File: config.mk
export PLATFORM = sky130hd
export DESIGN_NAME = game_round_sequencer_flat
export DESIGN_NICKNAME = d
export VERILOG_FILES = /design/src/rtl/game_pkg.sv /design/src/rtl/game_round_sequencer_if.sv /design/src/rtl/collision_accumulator.sv /design/src/rtl/evt_counter.sv /design/src/rtl/game_round_sequencer.sv /design/src/flat_wrapper.sv
export SDC_FILE = /design/constraint.sdc
export NUM_CORES = 1
export LEC_CHECK = 0
export BUFFER_PORTS_ARGS = -buffer_cell sky130_fd_sc_hd__buf_2
export CORE_ASPECT_RATIO = 1.25
export CORE_MARGIN = 2
export CORE_UTILIZATION = 59
export CTS_CLUSTER_DIAMETER = 150
export DETAILED_ROUTE_END_ITERATION = 10
export PLACE_DENSITY = 0.86
export SLEW_MARGIN = 15
export SYNTH_ARGS = -nofsm -noshare
export SYNTH_HDL_FRONTEND = slang
export SYNTH_SLANG_ARGS = --single-unit
File: constraint.sdc
create_clock -name clk_in -period 8.6 [get_ports clk_in]
set_input_delay 1.72 -clock clk_in [delete_from_list [all_inputs] [get_ports clk_in]]
set_output_delay 1.72 -clock clk_in [all_outputs]
set_load 0.05 [all_outputs]
File: src/rtl/game_pkg.sv
// Shared round-state encoding for the round sequencer and the renderer.
// Also holds small helpers used by the sequencer datapath.
package game_pkg;

  localparam int STATE_W = 3;
  localparam int COUNT_W = 16;

  typedef enum logic [STATE_W-1:0] {
    IDLE      = 3'd0,
    COUNTDOWN = 3'd1,
    PLAY      = 3'd2,
    EVAL      = 3'd3,
    RESULT    = 3'd4,
    GAME_OVER = 3'd5
  } game_state_t;

  function automatic logic [7:0] sat_inc8(input logic [7:0] v);
    return (v == 8'hFF) ? v : v + 8'd1;
  endfunction

endpackage

File: src/rtl/game_round_sequencer_if.sv
// Pixel stream seen by the round sequencer: raster position,
// classifier flags and the two depths being compared.
interface game_round_sequencer_if;

  logic [10:0] hcount;
  logic [9:0]  vcount;
  logic        data_valid;
  logic        is_person;
  logic        is_wall;
  logic [7:0]  player_depth;
  logic [7:0]  wall_depth;

  modport master (
    output hcount, vcount, data_valid,
    output is_person, is_wall,
    output player_depth, wall_depth
  );

  modport slave (
    input hcount, vcount, data_valid,
    input is_person, is_wall,
    input player_depth, wall_depth
  );

endinterface

File: src/rtl/collision_accumulator.sv
// Counts person-on-wall pixels whose depth is close to the wall.
// The 16-bit count saturates instead of wrapping.
module collision_accumulator #(
  parameter int DELTA = 10
) (
  input  logic        clk_in,
  input  logic        rst_in,
  input  logic        clear_in,
  input  logic        enable_in,
  input  logic        valid_in,
  input  logic        is_person_in,
  input  logic        is_wall_in,
  input  logic [7:0]  player_depth_in,
  input  logic [7:0]  wall_depth_in,
  output logic [15:0] count_out
);

  logic [8:0]  diff;
  logic        hit;
  logic [15:0] count_q, count_d;

  // absolute depth difference and pixel qualification
  always_comb begin
    if (player_depth_in >= wall_depth_in) begin
      diff = {1'b0, player_depth_in} - {1'b0, wall_depth_in};
    end else begin
      diff = {1'b0, wall_depth_in} - {1'b0, player_depth_in};
    end
    hit = valid_in && is_person_in && is_wall_in &&
          (diff <= 9'(DELTA));
  end

  // next count: clear, else saturating increment on a hit
  always_comb begin
    count_d = count_q;
    if (clear_in) begin
      count_d = '0;
    end else if (enable_in && hit && (count_q != 16'hFFFF)) begin
      count_d = count_q + 16'd1;
    end
  end

  // count register
  always_ff @(posedge clk_in) begin
    if (rst_in) begin
      count_q <= '0;
    end else begin
      count_q <= count_d;
    end
  end

  assign count_out = count_q;

endmodule

File: src/rtl/evt_counter.sv
// Counts single-cycle events; clear has priority and zeroes the count.
// Wraps naturally at 2**W.
module evt_counter #(
  parameter int W = 8
) (
  input  logic         clk_in,
  input  logic         rst_in,
  input  logic         clr_in,
  input  logic         evt_in,
  output logic [W-1:0] count_out
);

  logic [W-1:0] count_q;

  // count register: clear wins over increment
  always_ff @(posedge clk_in) begin
    if (rst_in || clr_in) begin
      count_q <= '0;
    end else if (evt_in) begin
      count_q <= count_q + W'(1);
    end
  end

  assign count_out = count_q;

endmodule

File: src/rtl/game_round_sequencer.sv
// Round FSM for hole-in-the-wall: countdown, play, one-frame
// collision evaluation, scoring, lives and wall speed.
module game_round_sequencer
  import game_pkg::*;
#(
  parameter int SCREEN_WIDTH             = 1280,
  parameter int SCREEN_HEIGHT            = 720,
  parameter int GOAL_DEPTH               = 60,
  parameter int GOAL_DEPTH_DELTA         = 10,
  parameter int COUNTDOWN_FRAMES         = 90,
  parameter int COLLISION_THRESHOLD      = 64,
  parameter int START_LIVES              = 3,
  parameter int MAX_FRAMES_PER_WALL_TICK = 15,
  parameter int MIN_FRAMES_PER_WALL_TICK = 3,
  parameter int SPEEDUP_ROUNDS           = 2,
  localparam int TW = $clog2(MAX_FRAMES_PER_WALL_TICK + 1)
) (
  input  logic                   clk_in,
  input  logic                   rst_in,
  input  logic                   start_in,
  game_round_sequencer_if.slave  pix_if,
  output logic                   wall_depth_rst_out,
  output logic [TW-1:0]          wall_tick_frequency_out,
  output logic                   wall_idx_out,
  output game_state_t            game_state,
  output logic [7:0]             round_out,
  output logic [7:0]             score_out,
  output logic [1:0]             lives_out,
  output logic [15:0]            collision_count_out,
  output logic                   round_pass_out,
  output logic                   round_fail_out
);

  localparam int CD_W  = $clog2(COUNTDOWN_FRAMES + 1);
  localparam int SPD_W =
    (SPEEDUP_ROUNDS > 1) ? $clog2(SPEEDUP_ROUNDS) : 1;

  game_state_t      state_q, state_d;
  logic [7:0]       round_q, round_d;
  logic [7:0]       score_q, score_d;
  logic [1:0]       lives_q, lives_d;
  logic [TW-1:0]    freq_q, freq_d;
  logic [SPD_W-1:0] spd_q, spd_d;
  logic             idx_q, idx_d;
  logic [15:0]      cc_q, cc_d;
  logic             pass_q, pass_d;
  logic             fail_q, fail_d;
  logic             wrst_q, wrst_d;

  logic             new_frame;
  logic [CD_W-1:0]  cd_count;
  logic             cd_done;
  logic [15:0]      acc_count;
  logic             is_pass;

  assign new_frame = pix_if.data_valid &&
    (pix_if.hcount == 11'(SCREEN_WIDTH - 1)) &&
    (pix_if.vcount == 10'(SCREEN_HEIGHT - 1));

  evt_counter #(.W(CD_W)) u_countdown (
    .clk_in    (clk_in),
    .rst_in    (rst_in),
    .clr_in    (state_q != COUNTDOWN),
    .evt_in    (new_frame),
    .count_out (cd_count)
  );

  assign cd_done = new_frame &&
    (cd_count == CD_W'(COUNTDOWN_FRAMES - 1));

  collision_accumulator #(.DELTA(GOAL_DEPTH_DELTA)) u_acc (
    .clk_in          (clk_in),
    .rst_in          (rst_in),
    .clear_in        (state_q != EVAL),
    .enable_in       (state_q == EVAL),
    .valid_in        (pix_if.data_valid),
    .is_person_in    (pix_if.is_person),
    .is_wall_in      (pix_if.is_wall),
    .player_depth_in (pix_if.player_depth),
    .wall_depth_in   (pix_if.wall_depth),
    .count_out       (acc_count)
  );

  assign is_pass = (acc_count <= 16'(COLLISION_THRESHOLD));

  // next state plus score, lives and speed bookkeeping
  always_comb begin
    state_d = state_q;
    round_d = round_q;
    score_d = score_q;
    lives_d = lives_q;
    freq_d  = freq_q;
    spd_d   = spd_q;
    idx_d   = idx_q;
    cc_d    = cc_q;
    pass_d  = 1'b0;
    fail_d  = 1'b0;
    unique case (state_q)
      IDLE, GAME_OVER: begin
        if (start_in) begin
          state_d = COUNTDOWN;
          round_d = '0;
          score_d = '0;
          lives_d = 2'(START_LIVES);
          freq_d  = TW'(MAX_FRAMES_PER_WALL_TICK);
          spd_d   = '0;
        end
      end
      COUNTDOWN: begin
        if (cd_done) state_d = PLAY;
      end
      PLAY: begin
        if (new_frame &&
            (pix_if.wall_depth >= 8'(GOAL_DEPTH))) begin
          state_d = EVAL;
        end
      end
      EVAL: begin
        if (new_frame) state_d = RESULT;
      end
      RESULT: begin
        round_d = sat_inc8(round_q);
        cc_d    = acc_count;
        idx_d   = ~idx_q;
        if (is_pass) begin
          score_d = sat_inc8(score_q);
          pass_d  = 1'b1;
          if (spd_q == SPD_W'(SPEEDUP_ROUNDS - 1)) begin
            spd_d = '0;
            if (freq_q > TW'(MIN_FRAMES_PER_WALL_TICK)) begin
              freq_d = freq_q - TW'(1);
            end
          end else begin
            spd_d = spd_q + SPD_W'(1);
          end
        end else begin
          fail_d = 1'b1;
          if (lives_q != 2'd0) lives_d = lives_q - 2'd1;
        end
        state_d = (lives_d == 2'd0) ? GAME_OVER : COUNTDOWN;
      end
      default: state_d = IDLE;
    endcase
    wrst_d = !((state_d == PLAY) || (state_d == EVAL));
  end

  // state and output registers
  always_ff @(posedge clk_in) begin
    if (rst_in) begin
      state_q <= IDLE;
      round_q <= '0;
      score_q <= '0;
      lives_q <= 2'(START_LIVES);
      freq_q  <= TW'(MAX_FRAMES_PER_WALL_TICK);
      spd_q   <= '0;
      idx_q   <= 1'b0;
      cc_q    <= '0;
      pass_q  <= 1'b0;
      fail_q  <= 1'b0;
      wrst_q  <= 1'b1;
    end else begin
      state_q <= state_d;
      round_q <= round_d;
      score_q <= score_d;
      lives_q <= lives_d;
      freq_q  <= freq_d;
      spd_q   <= spd_d;
      idx_q   <= idx_d;
      cc_q    <= cc_d;
      pass_q  <= pass_d;
      fail_q  <= fail_d;
      wrst_q  <= wrst_d;
    end
  end

  assign game_state              = state_q;
  assign round_out               = round_q;
  assign score_out               = score_q;
  assign lives_out               = lives_q;
  assign wall_tick_frequency_out = freq_q;
  assign wall_idx_out            = idx_q;
  assign collision_count_out     = cc_q;
  assign round_pass_out          = pass_q;
  assign round_fail_out          = fail_q;
  assign wall_depth_rst_out      = wrst_q;

endmodule
File: src/flat_wrapper.sv
// flat-port wrapper written by rule: the top's interface ports become plain ports
module game_round_sequencer_flat import game_pkg::*;
#(
  parameter int SCREEN_WIDTH             = 1280,
  parameter int SCREEN_HEIGHT            = 720,
  parameter int GOAL_DEPTH               = 60,
  parameter int GOAL_DEPTH_DELTA         = 10,
  parameter int COUNTDOWN_FRAMES         = 90,
  parameter int COLLISION_THRESHOLD      = 64,
  parameter int START_LIVES              = 3,
  parameter int MAX_FRAMES_PER_WALL_TICK = 15,
  parameter int MIN_FRAMES_PER_WALL_TICK = 3,
  parameter int SPEEDUP_ROUNDS           = 2,
  localparam int TW = $clog2(MAX_FRAMES_PER_WALL_TICK + 1)
)
  (clk_in, rst_in, start_in, wall_depth_rst_out, wall_tick_frequency_out, wall_idx_out, game_state, round_out, score_out, lives_out, collision_count_out, round_pass_out, round_fail_out, pix_if_hcount, pix_if_vcount, pix_if_data_valid, pix_if_is_person, pix_if_is_wall, pix_if_player_depth, pix_if_wall_depth);
  game_round_sequencer_if pix_if_i ();
  input  logic clk_in;
  input  logic rst_in;
  input  logic start_in;
  output logic wall_depth_rst_out;
  output logic [TW-1:0] wall_tick_frequency_out;
  output logic wall_idx_out;
  output game_state_t game_state;
  output logic [7:0] round_out;
  output logic [7:0] score_out;
  output logic [1:0] lives_out;
  output logic [15:0] collision_count_out;
  output logic round_pass_out;
  output logic round_fail_out;
  input wire logic [$bits(pix_if_i.hcount)-1:0] pix_if_hcount;
  input wire logic [$bits(pix_if_i.vcount)-1:0] pix_if_vcount;
  input wire logic [$bits(pix_if_i.data_valid)-1:0] pix_if_data_valid;
  input wire logic [$bits(pix_if_i.is_person)-1:0] pix_if_is_person;
  input wire logic [$bits(pix_if_i.is_wall)-1:0] pix_if_is_wall;
  input wire logic [$bits(pix_if_i.player_depth)-1:0] pix_if_player_depth;
  input wire logic [$bits(pix_if_i.wall_depth)-1:0] pix_if_wall_depth;
  assign pix_if_i.hcount = pix_if_hcount;
  assign pix_if_i.vcount = pix_if_vcount;
  assign pix_if_i.data_valid = pix_if_data_valid;
  assign pix_if_i.is_person = pix_if_is_person;
  assign pix_if_i.is_wall = pix_if_is_wall;
  assign pix_if_i.player_depth = pix_if_player_depth;
  assign pix_if_i.wall_depth = pix_if_wall_depth;
  game_round_sequencer #(.SCREEN_WIDTH(SCREEN_WIDTH), .SCREEN_HEIGHT(SCREEN_HEIGHT), .GOAL_DEPTH(GOAL_DEPTH), .GOAL_DEPTH_DELTA(GOAL_DEPTH_DELTA), .COUNTDOWN_FRAMES(COUNTDOWN_FRAMES), .COLLISION_THRESHOLD(COLLISION_THRESHOLD), .START_LIVES(START_LIVES), .MAX_FRAMES_PER_WALL_TICK(MAX_FRAMES_PER_WALL_TICK), .MIN_FRAMES_PER_WALL_TICK(MIN_FRAMES_PER_WALL_TICK), .SPEEDUP_ROUNDS(SPEEDUP_ROUNDS)) u_core (.clk_in(clk_in), .rst_in(rst_in), .start_in(start_in), .pix_if(pix_if_i), .wall_depth_rst_out(wall_depth_rst_out), .wall_tick_frequency_out(wall_tick_frequency_out), .wall_idx_out(wall_idx_out), .game_state(game_state), .round_out(round_out), .score_out(score_out), .lives_out(lives_out), .collision_count_out(collision_count_out), .round_pass_out(round_pass_out), .round_fail_out(round_fail_out));
endmodule
[Word-level counts from Yosys, hierarchy flattened]
Cells that the tools add are included.
Word-level totals
  logic and storage cells: 103
  output and inout port bits: 45
  input bits: 43
  flip-flop bits (word level): 69
Cells by class
  reduce and logical (&&, ||, !) cells: 24
  order comparisons: 5
  bitwise gates (word level): 2
  multiplexer cells: 29
  add/subtract/negate cells: 9
  eq/ne operators: 21
Operators with widths (count)
  8-bit two-way mux: 4
  8-bit case mux with 2 select lines: 2
  8-bit by 8-bit subtractor with 9-bit output: 2
  16-bit by 1-bit adder with 16-bit output (second input constant): 1
  8-bit by 1-bit adder with 8-bit output (second input constant): 2
  8-bit == test (second input constant): 2
  16-bit by 7-bit less-or-equal comparator with 1-bit output (second input constant): 1
  4-bit two-way mux: 4
  16-bit != test (second input constant): 1
  3-bit two-way mux: 5
  3-bit case mux with 5 select lines: 1
  3-bit by 2-bit == test with 1-bit output (second input constant): 4
  11-bit == test (second input constant): 1
  10-bit == test (second input constant): 1
  9-bit by 4-bit less-or-equal comparator with 1-bit output (second input constant): 1
  1-bit logical AND: 9
  9-bit two-way mux: 1
  8-bit by 6-bit >= comparator with 1-bit output (second input constant): 1
  8-bit >= comparator: 1
  2-bit two-way mux: 4
  4-bit case mux with 2 select lines: 1
  7-bit by 1-bit adder with 7-bit output (second input constant): 1
  7-bit == test (second input constant): 1
  3-bit == test (second input constant): 2
  23 further kinds: 37

[Longest topological paths before layout]
Gate-level depths: netlist of the first run.
  depth in word-level cells: 10
  gate-level depth with buffers: 14
  gate-level depth less buffers: 12

[By module]
A second synthesis of the first run with hierarchy kept.
Unflattened totals
  cells, all modules: 521
  area, all modules: 4351.7 µm²
Modules (own cells, without submodules)
  game_round_sequencer: area an instance 2212.1 µm², times used 1, seq. area each 920.9 µm², cells an instance 256
  collision_accumulator: area an instance 1836.8 µm², times used 1, seq. area each 320.3 µm², cells an instance 232
  evt_counter: area an instance 302.8 µm², times used 1, seq. area each 140.1 µm², cells an instance 33

[Worst setup path after synthesis of the first run]
OpenSTA, ideal clock, no wires.
  path type: input-to-reg
  start point: input pix_if_player_depth[0]
  end point: register u_core.u_acc.count_q[11] (netlist: u_core.u_acc.count_out[11])
  setup time: 118 ps
  arrival time: 4200 ps
  stages: 14
  path slack: 4282 ps
  data required time: 8482 ps
  buffers on the path: 2
  cell sequence: inv_1 > ha_1 > inv_1 > fa_1 > a211oi_4 > nor2_1 > nor2_1 > o221ai_1 > or4_1 > buf_2 > a211oi_4 > buf_6 > nand3_2 > mux2i_1
Between the ends
  cells in the longest elaborated chain, start to end: 6
  elaborated cells on any way between the ends: 8
  those cells by class: add/sub (2); order compare (2); mux (1); reduce/logical (3)
RTL lines
  from (decl): RTL line flat_wrapper.sv:36  | input wire logic [$bits(pix_if_i.player_depth)-1:0] pix_if_player_depth;
  8-bit by 8-bit subtractor with 9-bit output (tied with other cells): RTL line collision_accumulator.sv:27  | diff = {1'b0, wall_depth_in} - {1'b0, player_depth_in};
  9-bit two-way mux *: RTL line collision_accumulator.sv:24  | if (player_depth_in >= wall_depth_in) begin
  9-bit by 4-bit less-or-equal comparator with 1-bit output *: RTL line collision_accumulator.sv:30  | (diff <= 9'(DELTA));
  1-bit logical AND *: RTL line collision_accumulator.sv:29  | hit = valid_in && is_person_in && is_wall_in &&
  1-bit logical AND * (2 in a row): RTL line collision_accumulator.sv:38  | end else if (enable_in && hit && (count_q != 16'hFFFF)) begin
  to (signal assigned): RTL line collision_accumulator.sv:48  | count_q <= count_d;
  to (decl): RTL line collision_accumulator.sv:20  | logic [15:0] count_q, count_d;
Every way passes the cells marked *; elsewhere a longest branch is shown, timed or not.
A chain may end at the register's enable or synchronous reset.

[Final worst setup path of the first run]
  start point: input pix_if_player_depth[0]
  end point: register u_core.u_acc.count_q[9] (netlist: u_core.u_acc.count_out[9])
The elaborated chain is that of the path after synthesis.

==> qor.yml, run 1 <==
cts_resized: 0
switchingPower_uw: 175
netlist_instances: 492
cellLeakagePower_nw: 2.11
path_delay_family: "compound AO/OA/AOI/OAI gates"
skew_ns: 0.00940
cp_cell_sequence: "buf_2 > inv_1 > ha_1 > inv_1 > fa_1 > a211oi_4 > nor2_1 > nor2_1 > o221ai_1 > or4_1 > a211oi_4 > a31oi_1 > a41o_1"
clkPwrFrac_pct: 44.2
overflow: 0
synth-edff-count: 0
dieArea_um2: 7410
grt_pass1_wl_mm: 15.0
grt_max_degree: 32
p_comb_share_pct: 11.3
die_x_um: 77.4
start_util_pct: 60.9
drtPass1Iterations: 4
ys_dominant_reg_cell: "dfxtp_1"
postCtsSetupRepairBufs: 0
setup_viol: 0
cts_tree: "yes"
vias_per_cell: 5.69
worstPathArrival_ns: 4.86
hold_class: "register to register"
crit_fanout: 17
critPathSlowestCell: "a211oi_4"
clock.fmax_mhz: 217
worstSetupStartpointType: "primary input"
hold_viol_final: 0
end_kind: "register"
worstSetupPathType: "primary input to register"
layout-drive-gt1-share_pct: 20.9
fin_hold_ws_ns: 0.453
route.detailed.drc: 0
swShare_pct: 24.3
place_congestion: 0.909
cts_hold_buf: 0
tightestPinTransition_ns: 0.938
ys_warn_count: 0
dieHeight_um: 95.7
worstPathBufferInverterCount: 3
num_vias: 3769
port_buffers: 87
cts_buffer_depth: 2
synth_cell_types: 60
cts_sinks: 69
grt_pass1_vias: 3547
synth-simple-area-share_pct: 27.4
cp.required_ns: 8.84
synth_nets: 560
ir_drop_uv: 99.0
n_antenna_cell: 0
min_period_ns: 4.62
clock_latency_ns: 0.35
final_common_cell: "buf_2"
outcome: "completed"
pwr-share-seq_pct: 44.6
muxShareOfSynthArea_pct: 2.30
nets: 638
max-slew-margin-rel_pct: 37.4
final_core_util_pct: 71.6
synth_top_family_by_area: "simple AND/OR/NAND/NOR gates"
avgSynthCellArea_um2: 8.07
grt_antenna_before_repair: 0
rsz0062_at_grt: "false"
fin_setup_tns_ns: 0
avgRoutedWirePerCell_um: 13.5
yosysSeqAreaShare_pct: 34.8
synthArstFlopShare_pct: 0
synthAdderAreaFrac_pct: 8.25
num_io_pins: 88
area_growth_syn_to_layout_pct: 17.5
ant_nets: 0
syn-cell-area_um2: 3970
slew_viol_final: 0
rows: 33
wl_mm: 8.92
grt_usage_pct: 24.7
synth-compound-area-share_pct: 14.7
reg2reg_slack_ns: 5.59
synthXorXnorAreaFrac_pct: 6.83
powerDensity_nw_per_um2: 155
path_clk_slew_ns: 0.07
dp_hpwl_mm: 6.51
htree_levels: 3
finalCritPeriodShare_pct: 53.7
maxCapViolations: 0
p_int_uw: 548
drtIter0Drc: 221
synth_seq_cells: 69
cts_buffers: 9
clock-root-buffer: "clkbuf_8"
most-common-layout-cells: "87 x buf_2, 69 x dfxtp_1, 66 x nand2_1"
critPathMaxStageDelay_ns: 0.75
coreArea_um2: 6520
==> final timing paths <==
check                                start                            end  depth (start not counted)
max                 pix_if_player_depth[0]      u_core.u_acc.count_out[9]                         13
min reg2reg  u_core.collision_count_out[9]  u_core.collision_count_out[9]                          2
max reg2reg           u_core.game_state[0]      u_core.u_acc.count_out[9]                          7
min          u_core.collision_count_out[9]  u_core.collision_count_out[9]                          2
==> cell usage after synthesis, drive strengths merged (3+ instances only) <==
cell / n / area share [%]
nand2: 66 / 6.2
and3: 13 / 2.1
and2: 4 / 0.63
and4: 3 / 0.66
clkbuf: 14 / 1.3
nor4: 3 / 0.63
buf: 7 / 1.2
nand2b: 13 / 2.0
mux2i: 8 / 2.0
nand4: 16 / 2.5
nand3: 22 / 3.3
nor3: 10 / 1.3
a31oi: 6 / 0.94
a211oi: 8 / 2.1
dfxtp: 69 / 35
a21o: 5 / 0.94
a31o: 5 / 1.1
a21oi: 35 / 4.4
nor3b: 4 / 0.76
o21ai: 8 / 1.0
ha: 23 / 7.2
inv: 33 / 3.1
nor2: 51 / 4.8
xor2: 19 / 4.2
xnor2: 12 / 2.6
a2111oi: 3 / 0.72
==> stage by stage <==
stage | instance area (um^2) | setup slack [ns] | std cells | total power [mW]
after global placement | 4420 | 3.75 | 646 | 0.407
after detailed placement | 4420 | 3.66 | 646 | 0.410
final | 4670 | 3.98 | 662 | 0.723
after floorplan | 3970 | 4.28 | 492 | 0.388
after global routing | 4670 | 3.77 | 662 | 0.745
after CTS | 4670 | 4.01 | 662 | 0.727
==> registers in the layout, indices dropped and copies added, names as in the netlist, 2 cells and up <==
signal,cells
u_core.collision_count_out,16
u_core.u_acc.count_out,16
u_core.round_out,8
u_core.score_out,8
u_core.u_countdown.count_out,7
u_core.wall_tick_frequency_out,4
u_core.game_state,3
u_core.lives_out,2
==> worst register-to-register path, stage by stage, from the launching register on <==
cell      delay (ns)
dfxtp_1         0.58
nand2_1         0.13
nor2_1          0.23
o221ai_1        0.15
or4_1           0.64
a211oi_4        0.75
a31oi_1         0.17
a41o_1          0.24
==> power by group through the flow <==
stage / Combinational, mW / Clock [mW] / Sequential, mW
after floorplan: 0.0563 / 0 / 0.331
after global placement: 0.0778 / 0 / 0.329
after detailed placement: 0.0801 / 0 / 0.330
after CTS: 0.0805 / 0.324 / 0.322
after global routing: 0.0890 / 0.334 / 0.323
final: 0.0814 / 0.319 / 0.322
==> cell families after synthesis <==
group                    after synthesis
AO/OA/AOI/OAI                         86
AND/OR/NAND/NOR                      217
adder cells (fa/ha/maj)               25
XOR/XNOR                              31
flip-flops                            69
buffers and inverters                 55
multiplexers                           9
==> final cells by class <==
class                           instances  area (um^2)
Timing Repair Buffer                   88          443
Clock buffer                            9          124
Multi-Input combinational cell        368         2360
Tap cell                               87          109
Inverter                               34          128
Clock inverter                          7          121
Fill cell                             530         1850
Sequential cell                        69         1380
==> metal layers <==
layer	global-route usage, %	routed length (um)
met5	0	0
met3	4.60	468
met2	45.0	4520
met1	27.8	3730
met4	12.4	211
Note: power is estimated with default switching activity, not from simulation.
==> inputs of run 2 (changes only) <==
--- a/config.mk
+++ b/config.mk
@@ -8,10 +8,10 @@
 export BUFFER_PORTS_ARGS = -buffer_cell sky130_fd_sc_hd__buf_2
 export CORE_ASPECT_RATIO = 1.25
 export CORE_MARGIN = 2
-export CORE_UTILIZATION = 59
+export CORE_UTILIZATION = 55
 export CTS_CLUSTER_DIAMETER = 150
 export DETAILED_ROUTE_END_ITERATION = 10
-export PLACE_DENSITY = 0.86
+export PLACE_DENSITY = 0.81
 export SLEW_MARGIN = 15
 export SYNTH_ARGS = -nofsm -noshare
 export SYNTH_HDL_FRONTEND = slang
==> constraint.sdc (replaced) <==
create_clock -name clk_in -period 4.6 [get_ports clk_in]
set_input_delay 0.92 -clock clk_in [delete_from_list [all_inputs] [get_ports clk_in]]
set_output_delay 0.92 -clock clk_in [all_outputs]
set_load 0.05 [all_outputs]
==> qor.yml, run 2 (same netlist as run 1, synthesis figures left out) <==
outcome: "completed"
clock.fmax_mhz: 283
grt_pass1_vias: 3586
dp_hpwl_mm: 6.66
route.detailed.drc: 0
cts_sinks: 69
port_buffers: 87
num_vias: 3705
dieArea_um2: 7920
cts_tree: "yes"
n_antenna_cell: 0
hold_viol_final: 0
max-slew-margin-rel_pct: 38.1
holdPathStages: 2
area_growth_syn_to_layout_pct: 16.6
drtIter0Drc: 150
cp.required_ns: 4.83
crit_fanout: 17
cellLeakagePower_nw: 2.09
reg2reg_slack_ns: 1.83
ant_nets: 0
final_common_cell: "buf_2"
end_kind: "register"
hold_class: "register to register"
clock_latency_ns: 0.34
place_congestion: 0.884
cts_hold_buf: 0
clkPwrFrac_pct: 39.3
num_io_pins: 88
setup_viol: 0
wl_mm: 8.75
swShare_pct: 26.6
grt_usage_pct: 23.2
most-common-layout-cells: "87 x buf_2, 69 x dfxtp_1, 66 x nand2_1"
worstSetupPathType: "primary input to register"
layout-drive-gt1-share_pct: 21.0
p_comb_share_pct: 12.3
grt_antenna_before_repair: 0
dpl_worst_slack_ns: 0.724
rows: 34
avgRoutedWirePerCell_um: 13.1
finalCritPeriodShare_pct: 76.7
place_area_um2: 4440
critical_path_depth: 14
start_util_pct: 56.9
layout_setup_ws_ns: 1.07
powerDensity_nw_per_um2: 269
postCtsSetupRepairBufs: 0
worstPathBufferInverterCount: 4
nets: 639
rsz0062_at_grt: "false"
fin_setup_tns_ns: 0
slew_viol_final: 0
fin_area_um2: 4630
worstPathArrival_ns: 3.76
overflow: 0
switchingPower_uw: 331
final_core_util_pct: 66.4
skew_ns: 0.0133
min_period_ns: 3.53
cts_buffer_depth: 2
vias_per_cell: 5.56
critPathMaxStageDelay_ns: 0.65
die_x_um: 80.0
htree_levels: 3
ir_drop_uv: 176
cts_resized: 0
clock-root-buffer: "clkbuf_8"
cts_buffers: 9
critPathSlowestCell: "or4_1"
p_int_uw: 914
ff2ff_path_depth: 6
dieHeight_um: 99.0
cp_cell_sequence: "buf_2 > inv_1 > ha_1 > inv_1 > fa_1 > a211oi_4 > nor2_1 > nor2_1 > o221ai_1 > or4_1 > a211oi_4 > buf_4 > a31oi_1 > a41o_1"
maxCapViolations: 0
grt_max_degree: 32
path_delay_family: "compound AO/OA/AOI/OAI gates"
coreArea_um2: 6980
tightestPinTransition_ns: 0.929
grt_pass1_wl_mm: 15.0
pwr-share-seq_pct: 48.4
worstSetupStartpointType: "primary input"
drtPass1Iterations: 4
path_clk_slew_ns: 0.08
## run 2: cell types whose count changed in the layout (fill, tap and decap cells not counted)
cell | previous run | this run
bufinv_16 | 3 | 1
buf_4 | 1 | 2
clkinv_2 | 1 | 2
clkinvlp_4 | 0 | 1
## run 2: layout make-up
class / count / area [um^2]
Sequential cell: 69 / 1380
Timing Repair Buffer: 89 / 450
Inverter: 34 / 128
Clock inverter: 7 / 73.8
Clock buffer: 9 / 124
Fill cell: 613 / 2340
Tap cell: 90 / 113
Multi-Input combinational cell: 368 / 2360
## run 2: metal layers
| metal | track usage [%] | up-vias | share of wire (%) |
|---|---|---|---|
| met5 | 0 | - | 0 |
| met4 | 9.78 | 0 | 1.7 |
| met3 | 3.39 | 14 | 5.0 |
| met2 | 41.8 | 116 | 50 |
| met1 | 27.0 | 1715 | 43 |
| li1 | - | 1860 | - |
## run 2: final timing paths
check | startpoint | end
min | u_core.collision_count_out[7] | u_core.collision_count_out[7]
min reg2reg | u_core.collision_count_out[7] | u_core.collision_count_out[7]
max | pix_if_player_depth[0] | u_core.u_acc.count_out[9]
max reg2reg | u_core.game_state[2] | u_core.score_out[7]
## run 2: worst register-to-register path, delay by kind of cell (launching register included)
family / cells / cell delay (ns)
XOR/XNOR: 1 / 0.16
AND/OR/NAND/NOR: 4 / 1.39
AO/OA/AOI/OAI: 1 / 0.51
flip-flops: 1 / 0.60
## run 2: power by group through the flow
stage | logic (mW) | clock network (mW) | registers (mW)
floorplan | 0.105 | 0 | 0.620
global placement | 0.146 | 0 | 0.616
detailed placement | 0.152 | 0 | 0.616
CTS | 0.153 | 0.499 | 0.602
global route | 0.168 | 0.522 | 0.603
finish | 0.153 | 0.489 | 0.602
## run 2: stage by stage
stage	hold WS (ns)	power (mW)	std cells
2_1_floorplan	0.461	0.725	492
3_3_place_gp	0.440	0.762	650
3_5_place_dp	0.445	0.768	650
4_1_cts	0.456	1.25	666
5_1_grt	0.472	1.29	666
6_report	0.452	1.24	666
==> inputs of run 3 (changes only) <==
==> constraint.sdc (replaced) <==
create_clock -name clk_in -period 3.3 [get_ports clk_in]
set_input_delay 0.66 -clock clk_in [delete_from_list [all_inputs] [get_ports clk_in]]
set_output_delay 0.66 -clock clk_in [all_outputs]
set_load 0.05 [all_outputs]
==> qor.yml, run 3 (same netlist as run 1, synthesis figures left out) <==
outcome: "completed"
postCtsSetupRepairBufs: 0
worstSetupPathType: "primary input to register"
wl_mm: 8.74
nets: 653
clock.fmax_mhz: 326
place_congestion: 0.872
stdcell_count: 680
dp_cells: 664
coreArea_um2: 6980
crit_fanout: 17
ff2ff_path_depth: 8
p_comb_share_pct: 13.2
worstPathBufferInverterCount: 4
dieHeight_um: 99.0
cp.required_ns: 3.54
final_common_cell: "buf_2"
route.detailed.drc: 0
ant_nets: 0
hold_viol_final: 0
path_clk_slew_ns: 0.07
setup_viol: 0
grt_pass1_vias: 3376
grt_pass1_wl_mm: 14.7
grt_max_degree: 32
skew_ns: 0.0131
end_kind: "register"
n_antenna_cell: 0
path_delay_family: "compound AO/OA/AOI/OAI gates"
slew_viol_final: 0
area_growth_syn_to_layout_pct: 19.7
start_util_pct: 56.9
fillers: 599
avgRoutedWirePerCell_um: 12.8
ir_drop_uv: 193
switchingPower_uw: 463
hold_class: "register to register"
grt_usage_pct: 22.8
worstHoldStart: "u_core.collision_count_out[3]"
rsz0062_at_grt: "false"
cellLeakagePower_nw: 2.16
cts_buffers: 9
clkPwrFrac_pct: 38.9
vias_per_cell: 5.49
cp_cell_sequence: "buf_2 > inv_1 > ha_1 > inv_1 > fa_1 > a211oi_4 > nor2_1 > nor2_1 > o221ai_1 > or4_4 > a211oi_4 > buf_12 > a31oi_1 > a41o_1"
max-slew-margin-rel_pct: 64.7
final_core_util_pct: 68.2
worstReg2RegStart: "u_core.game_state[0]"
grt_antenna_before_repair: 0
swShare_pct: 26.5
num_io_pins: 88
min_period_ns: 3.07
maxCapViolations: 0
overflow: 0
layout-drive-gt1-share_pct: 23.1
drtPass1Iterations: 5
tightestPinTransition_ns: 0.529
cts_tree: "yes"
p_int_mw: 1.29
finalCritPeriodShare_pct: 93.0
die_x_um: 80.0
worstSetupStartpointType: "primary input"
clock-root-buffer: "clkbuf_8"
reg2reg_slack_ns: 0.86
dieArea_um2: 7920
clock_latency_ns: 0.35
drtIter0Drc: 209
holdPathStages: 2
critPathSlowestCell: "or4_4"
most-common-layout-cells: "87 x buf_2, 69 x dfxtp_1, 66 x nand2_1"
cts_buffer_depth: 2
cts_sinks: 69
worstPathArrival_ns: 3.31
htree_levels: 3
pwr-share-seq_pct: 48.0
dp_hpwl_mm: 6.75
r2r_end: "u_core.u_acc.count_out[9]"
critPathMaxStageDelay_ns: 0.58
hold_end: "u_core.collision_count_out[3]"
port_buffers: 87
num_vias: 3733
powerDensity_nw_per_um2: 368
rows: 34
## run 3: through the flow
stage | TNS, ns | worst slack, ns | hold slack (ns) | instance area, um^2 | power (mW)
final | 0 | 0.232 | 0.454 | 4760 | 1.75
after CTS | 0 | 0.164 | 0.456 | 4750 | 1.76
after global placement | -0.766 | -0.111 | 0.440 | 4550 | 1.08
after detailed placement | -2.03 | -0.192 | 0.445 | 4550 | 1.09
after global routing | 0 | 0.0308 | 0.475 | 4760 | 1.83
after floorplan | 0 | 0.0415 | 0.461 | 3970 | 1.01
## run 3: final cells by class
class / instances / area (um^2) / area share [%]
Multi-Input combinational cell: 368 / 2370 / 49.8
Timing Repair Buffer: 103 / 568 / 11.9
Clock buffer: 9 / 124 / 2.60
Inverter: 34 / 128 / 2.68
Sequential cell: 69 / 1380 / 29.0
Clock inverter: 7 / 73.8 / 1.55
Tap cell: 90 / 113 / 2.37
## run 3: worst max-delay path by stage
stage / cells after the start / slack (ns) / startpoint / to
finish: 14 / 0.23 / pix_if_player_depth[0] / u_core.u_acc.count_out[9]
detailed placement: 14 / -0.19 / pix_if_player_depth[0] / u_core.u_acc.count_out[9]
CTS: 14 / 0.16 / pix_if_player_depth[0] / u_core.u_acc.count_out[9]
floorplan: 14 / 0.04 / pix_if_player_depth[0] / u_core.u_acc.count_out[11]
global placement: 14 / -0.11 / pix_if_player_depth[0] / u_core.u_acc.count_out[9]
global route: 14 / 0.03 / pix_if_player_depth[0] / u_core.u_acc.count_out[3]
## run 3: power by group through the flow
stage | Clock (mW) | Combinational, mW | Sequential [mW]
after floorplan | 0 | 0.147 | 0.864
after CTS | 0.693 | 0.229 | 0.839
after detailed placement | 0 | 0.228 | 0.859
final | 0.680 | 0.230 | 0.839
after global placement | 0 | 0.220 | 0.859
after global routing | 0.739 | 0.254 | 0.840
## run 3: worst min-delay path, delay by kind of cell, from the launching register on
| family | cells | cell delay (ns) |
|---|---|---|
| flops | 1 | 0.31 |
| simple gates | 1 | 0.05 |
| compound gates | 1 | 0.05 |
## run 3: routing by layer
layer	track usage (%)	routed length, um	part of all wire [%]
met3	3.48	374	4.3
met2	38.9	4430	51
met4	10.3	193	2.2
met5	0	0	0
met1	27.8	3740	43
## run 3: what timing repair did
action | in CTS | in global routing
hold endpoints to repair | 0 | 0
hold buffers | 0 | 0
resized for setup | 0 | 2
setup endpoints to repair | 0 | 4
